[src/rtl/branch_sequencer_if.sv]
// Decoder-to-sequencer instruction handshake: one decoded control-flow instruction per accept.
interface branch_sequencer_if;
  logic        instr_valid;
  logic        instr_ready;
  logic [1:0]  opcode;
  logic [3:0]  cond;
  logic [31:0] imm;
  logic [31:0] reg_val;
  logic        nop_en;
  logic        bkpt_en;

  modport master (
    output instr_valid, opcode, cond, imm, reg_val, nop_en, bkpt_en,
    input  instr_ready
  );

  modport slave (
    input  instr_valid, opcode, cond, imm, reg_val, nop_en, bkpt_en,
    output instr_ready
  );
endinterface

[src/rtl/branch_sequencer.sv]
// Branch path sequencer: owns pc/lr, resolves control flow, inserts a flush window
// after taken branches and parks in HALT on breakpoints until debug resume/step.
module branch_sequencer #(
  parameter logic [31:0] RESET_PC     = 32'h0000_0000,
  parameter int unsigned FLUSH_CYCLES = 2
) (
  input  logic                clk,
  input  logic                reset,
  branch_sequencer_if.slave   ib,
  input  logic                dbg_resume,
  input  logic                dbg_step,
  output logic [31:0]         pc,
  output logic [31:0]         lr,
  output logic                fetch_en,
  output logic                flush,
  output logic                halted,
  output logic [7:0]          bkpt_count
);

  localparam int unsigned CNT_W = 3;

  typedef enum logic [1:0] {RUN, FLUSH, HALT, STEP} state_t;

  state_t             state;
  logic [CNT_W-1:0]   flush_cnt;

  logic               issue_c;
  logic               accept_c;
  logic               cond_true_c;
  logic               taken_c;
  logic               link_c;
  logic [31:0]        pc_plus4_c;
  logic [31:0]        npc_c;

  // Instruction issue is only open in RUN/STEP and held closed while reset is low.
  assign issue_c        = reset && ((state == RUN) || (state == STEP));
  assign ib.instr_ready = issue_c;
  assign fetch_en       = issue_c;
  assign halted         = (state == HALT);
  assign accept_c       = ib.instr_valid && issue_c;

  // Resolve next pc, link write and taken for the instruction on the bus.
  always_comb begin
    pc_plus4_c  = pc + 32'd4;
    npc_c       = pc_plus4_c;
    taken_c     = 1'b0;
    link_c      = 1'b0;
    cond_true_c = 1'b0;

    case (ib.cond)
      4'b0000: cond_true_c = (ib.reg_val == 32'd0);
      4'b0001: cond_true_c = (ib.reg_val != 32'd0);
      4'b1010: cond_true_c = ($signed(ib.reg_val) > 32'sd0);
      4'b1011: cond_true_c = ($signed(ib.reg_val) < 32'sd0);
      default: cond_true_c = 1'b0;
    endcase

    if (!ib.nop_en) begin
      case (ib.opcode)
        2'b00: begin
          npc_c   = pc + ib.imm;
          taken_c = 1'b1;
        end
        2'b01: begin
          npc_c   = pc + ib.imm;
          taken_c = 1'b1;
          link_c  = 1'b1;
        end
        2'b10: begin
          npc_c   = {ib.reg_val[31:1], 1'b0};
          taken_c = 1'b1;
          link_c  = 1'b1;
        end
        default: begin
          if (ib.cond == 4'b1110) begin
            npc_c   = {ib.reg_val[31:1], 1'b0};
            taken_c = 1'b1;
          end else if (cond_true_c) begin
            npc_c   = pc + ib.imm;
            taken_c = 1'b1;
          end
        end
      endcase
    end
  end

  // State machine with registered pc/lr/flush/breakpoint count.
  always_ff @(posedge clk or negedge reset) begin
    if (!reset) begin
      state      <= RUN;
      flush_cnt  <= '0;
      pc         <= RESET_PC;
      lr         <= 32'd0;
      flush      <= 1'b0;
      bkpt_count <= 8'd0;
    end else begin
      flush <= 1'b0;
      case (state)
        RUN, STEP: begin
          if (accept_c) begin
            if (ib.bkpt_en) begin
              if (bkpt_count != 8'hFF) bkpt_count <= bkpt_count + 8'd1;
              state <= HALT;
            end else begin
              pc    <= npc_c;
              flush <= taken_c;
              if (link_c) lr <= pc_plus4_c;
              // A single step always returns to HALT, bypassing the flush window.
              if (state == STEP) begin
                state <= HALT;
              end else if (taken_c) begin
                state     <= FLUSH;
                flush_cnt <= CNT_W'(FLUSH_CYCLES);
              end
            end
          end
        end
        FLUSH: begin
          flush_cnt <= flush_cnt - CNT_W'(1);
          if (flush_cnt <= CNT_W'(1)) state <= RUN;
        end
        HALT: begin
          if (dbg_resume) begin
            pc    <= pc_plus4_c;
            state <= RUN;
          end else if (dbg_step) begin
            state <= STEP;
          end
        end
        default: state <= RUN;
      endcase
    end
  end

endmodule

[src/flat_wrapper.sv]
// flat-port wrapper written by rule: the top's interface ports become plain ports
module branch_sequencer_flat 
#(
  parameter logic [31:0] RESET_PC     = 32'h0000_0000,
  parameter int unsigned FLUSH_CYCLES = 2
)
  (clk, reset, dbg_resume, dbg_step, pc, lr, fetch_en, flush, halted, bkpt_count, ib_instr_valid, ib_opcode, ib_cond, ib_imm, ib_reg_val, ib_nop_en, ib_bkpt_en, ib_instr_ready);
  branch_sequencer_if ib_i ();
  input  logic clk;
  input  logic reset;
  input  logic dbg_resume;
  input  logic dbg_step;
  output logic [31:0] pc;
  output logic [31:0] lr;
  output logic fetch_en;
  output logic flush;
  output logic halted;
  output logic [7:0] bkpt_count;
  input wire logic [$bits(ib_i.instr_valid)-1:0] ib_instr_valid;
  input wire logic [$bits(ib_i.opcode)-1:0] ib_opcode;
  input wire logic [$bits(ib_i.cond)-1:0] ib_cond;
  input wire logic [$bits(ib_i.imm)-1:0] ib_imm;
  input wire logic [$bits(ib_i.reg_val)-1:0] ib_reg_val;
  input wire logic [$bits(ib_i.nop_en)-1:0] ib_nop_en;
  input wire logic [$bits(ib_i.bkpt_en)-1:0] ib_bkpt_en;
  output wire logic [$bits(ib_i.instr_ready)-1:0] ib_instr_ready;
  assign ib_i.instr_valid = ib_instr_valid;
  assign ib_i.opcode = ib_opcode;
  assign ib_i.cond = ib_cond;
  assign ib_i.imm = ib_imm;
  assign ib_i.reg_val = ib_reg_val;
  assign ib_i.nop_en = ib_nop_en;
  assign ib_i.bkpt_en = ib_bkpt_en;
  assign ib_instr_ready = ib_i.instr_ready;
  branch_sequencer #(.RESET_PC(RESET_PC), .FLUSH_CYCLES(FLUSH_CYCLES)) u_core (.clk(clk), .reset(reset), .ib(ib_i), .dbg_resume(dbg_resume), .dbg_step(dbg_step), .pc(pc), .lr(lr), .fetch_en(fetch_en), .flush(flush), .halted(halted), .bkpt_count(bkpt_count));
endmodule
[config.mk]
export PLATFORM = sky130hd
export DESIGN_NAME = branch_sequencer_flat
export DESIGN_NICKNAME = d
export VERILOG_FILES = /design/src/rtl/branch_sequencer_if.sv /design/src/rtl/branch_sequencer.sv /design/src/flat_wrapper.sv
export SDC_FILE = /design/constraint.sdc
export NUM_CORES = 1
export LEC_CHECK = 0
export CORE_UTILIZATION = 51
export DETAILED_ROUTE_END_ITERATION = 6
export GPL_TIMING_DRIVEN = 1
export PLACE_DENSITY = 0.82
export SLEW_MARGIN = 20
export SYNTH_ARGS = -nofsm -noshare
export SYNTH_HDL_FRONTEND = slang
export SYNTH_SLANG_ARGS = --single-unit
[constraint.sdc]
create_clock -name clk -period 3.41 [get_ports clk]
set_input_delay 0.682 -clock clk [delete_from_list [all_inputs] [get_ports clk]]
set_output_delay 0.682 -clock clk [all_outputs]
set_load 0.02 [all_outputs]
==> impl_metrics.yaml <==
outcome:
  status: "complete, no violations"
layout:
  drive_gt1_frac: 0.1204
  mostFrequentLayoutCell: "clkdlybuf4s50_1"
  num-nets-final: 1096
  mostFrequentLayoutCells: "clkdlybuf4s50_1 (151), a21oi_1 (80), dfrtp_1 (78)"
  syn_to_final_growth_pct: 36.73
  final_cell_area_sq_mm: 0.008859
  antenna_cells: 0
cts:
  cts-htree-levels: 3
  cts_root_buf: "clkbuf_16"
  tritoncts: "built"
  cts_buffers: 9
  hold_buffers: 0
  clk_path_buf_depth: 2
  cts_num_sinks: 78
  clk_pin_slew_worst_paths_ns: 0.07
  clock_latency_ns: 0.34
place:
  port_buffers: 152
  place_ws_ns: -0.3887
  globalplace.congestion: 0.9674
  dpl_cell_area_sq_mm: 0.008533
  dp_hpwl_microns: 16620
timing:
  period_needed_ns: 3.226
  fmaxAchievable_ghz: 0.3100
  fin_tns_setup_ns: 0
  timing.final.setup_violations: 0
  drv_slew: 0
  finClkSkew_ns: 0.009673
  fin_hold_ws_ns: 0.1548
  tightest_slew_ns: 0.9401
  relSlewSlack: 0.3733
  grt_setup_unrepaired: "false"
  hold_viol: 0
  post-route-period-util: 0.9460
  setup_ws_ns: 0.1843
synthesis:
  synth_area_leaders: "dfrtp_1 (30%), ha_1 (8.3%), a21oi_1 (6.2%), nor2_1 (4.2%), xor2_1 (3.9%)"
  yosysSeqAreaShare: 0.3013
  synth_edf_count: 0
  netlist_instances: 778
  netlist.area_leader.share: 0.3013
  avgSynthCellArea_sq_um: 8.327
  synth_area_sq_mm: 0.006479
  synth.distinct_cells: 80
  ys_ff_latch: 78
  synth_top_area_cell: "dfrtp_1"
  async_flop_share: 1.000
  yosysWarnings: 0
  synthFlopType: "dfrtp_1"
  synth_nets: 899
setup_path:
  crit_arrival_ns: 3.46
  cp_slowest_cell: "clkdlybuf4s50_1"
  cp_max_fo: 5
  r2r_start: "u_core.pc[0]"
  required_ns: 3.65
  crit_path_max_incr_delay_ns: 0.41
  cp-start-kind: "primary input"
  crit_type: "in2reg"
  worstSetupEndpointType: "flop"
  cp-startpoint: "ib_imm[0]"
  path_cells: "clkdlybuf4s50_1 > ha_2 > fa_2 > a21oi_4 > o221ai_2 > a311o_2 > a221oi_4 > o211ai_1 > a31oi_1 > mux2i_1 > nor2_1"
routing:
  via_per_inst: 6.125
  routedWlPerCell_microns: 18.69
  first_pass_iters: 6
  drt-total-wl_microns: 21460
  num_vias: 7031
  drt_iter0_markers: 874
  drc: 0
  drtAntennaViolNets: 0
global_routing:
  grt_use_total: 0.3340
  grt.overflow.total: 0
  grt_pass1_vias: 6487
  grt_pass1_wl_microns: 33610
  antenna_found_initial: 0
  grt_max_degree: 74
floorplan:
  fp.dieH_microns: 114.7
  initial_core_util: 0.5305
  row_count: 40
  io_pins: 153
  dieWidth_microns: 114.7
  die_area_sq_mm: 0.01316
  core_area_sq_mm: 0.01221
flow_run:
  max-cap-violations: 0
power:
  powerDensity_mw_per_mm2: 844.6
  vdd_ir_drop_max_v: 0.0004907
  finalPower_w: 0.007482
  leakage_nw: 3.777
worst_hold_path:
  min_path_type: "in2async"
==> cell type report <==
class | count | area, sq um
multi-input cells | 643 | 4299
flip-flops and latches | 78 | 1952
inverters | 28 | 105.1
repair buffers | 215 | 1992
well taps | 168 | 210.2
clock buffers | 10 | 229.0
fillers | 990 | 3353
clock inverters | 6 | 71.32
==> synth_stat cells (3+ instances only) <==
cell       count
a21oi_1       80
dfrtp_1       78
nor2_1        73
nand2_1       66
ha_1          43
o21ai_0       41
nand3_1       40
xor2_1        29
inv_1         28
xnor2_1       26
a21o_1        20
clkbuf_1      19
and3_1        18
nand4_1       11
nor3_1        11
nor4_1        11
o21ai_1       10
and2_1         9
nor2b_1        9
o211ai_1       8
or3_1          7
a211oi_1       6
a22oi_1        6
and4_1         6
nand2b_1       6
o221ai_1       6
a221oi_1       5
a31oi_1        5
o21a_1         5
o22ai_1        5
o31ai_1        5
or2_2          5
a221oi_2       4
mux2_2         4
nand3b_1       4
a2bb2oi_1      3
a41oi_1        3
buf_4          3
buf_6          3
o21bai_1       3
o32a_1         3
==> cell families (layout without fill, tap and decap cells) <==
family / after synthesis / in the layout / synth area share
AOI/OAI and AO/OA: 253 / 253 / 0.2684
and+or+nand+nor: 285 / 285 / 0.2211
muxes: 6 / 6 / 0.01004
xor gates and xnor gates: 55 / 55 / 0.07435
adders and majority gates: 44 / 44 / 0.08613
DFF: 78 / 78 / 0.3013
buffers and inverters: 57 / 259 / 0.03862
==> worst paths after layout <==
check                                       end  slack [ns]  depth (start not counted)
setup / recovery                  u_core.pc[30]        0.18                         11
hold / removal             u_core.bkpt_count[4]        0.15                          1
setup reg to reg                  u_core.pc[30]        0.49                         10
hold reg to reg            u_core.bkpt_count[7]        0.51                          1
max in group asynchronous         u_core.pc[18]        2.13                          2
min in group clk           u_core.bkpt_count[7]        0.51                          1
==> flip-flops by register name, indices dropped and copies added (netlist names) <==
register / flops
u_core.state: 2
u_core.flush_cnt: 3
u_core.pc: 32
u_core.flush: 1
u_core.lr: 32
u_core.bkpt_count: 8
==> metal layers <==
layer  global-route usage  part of all wire  vias to the layer above
met4               0.1143             0.027                        0
met5                    0                 0                        -
met3              0.06617              0.11                       66
li1                     -                 -                     3285
met1               0.4678              0.42                     3241
met2               0.5156              0.44                      439
==> critical path, delay by kind of cell <==
kind | cells | cell delay (ns)
fa+ha+maj | 2 | 0.61
simple gates | 1 | 0.06
buf+inv | 1 | 0.41
compound gates | 6 | 1.50
mux | 1 | 0.20
==> power by group <==
| part | switching, W | internal (W) | total, W | leakage (nW) |
|---|---|---|---|---|
| Combinational | 0.00261 | 0.00209 | 0.00471 | 2.66 |
| Sequential | 0.000478 | 0.00131 | 0.00179 | 0.973 |
| Clock | 0.000411 | 0.000574 | 0.000985 | 0.145 |
==> stage by stage <==
step,utilization,cells
after floorplan,-,778
after global placement,0.6988,1131
after detailed placement,0.6988,1131
after CTS,0.7236,1147
after global routing,0.7254,1148
final,0.7254,1148
==> repair_timing <==
item,4_1_cts,5_1_grt
resized for setup,1,3
setup buffers,0,1
pin swaps,2,8
setup endpoints to repair,3,5
(Power assumes the default switching activity.)
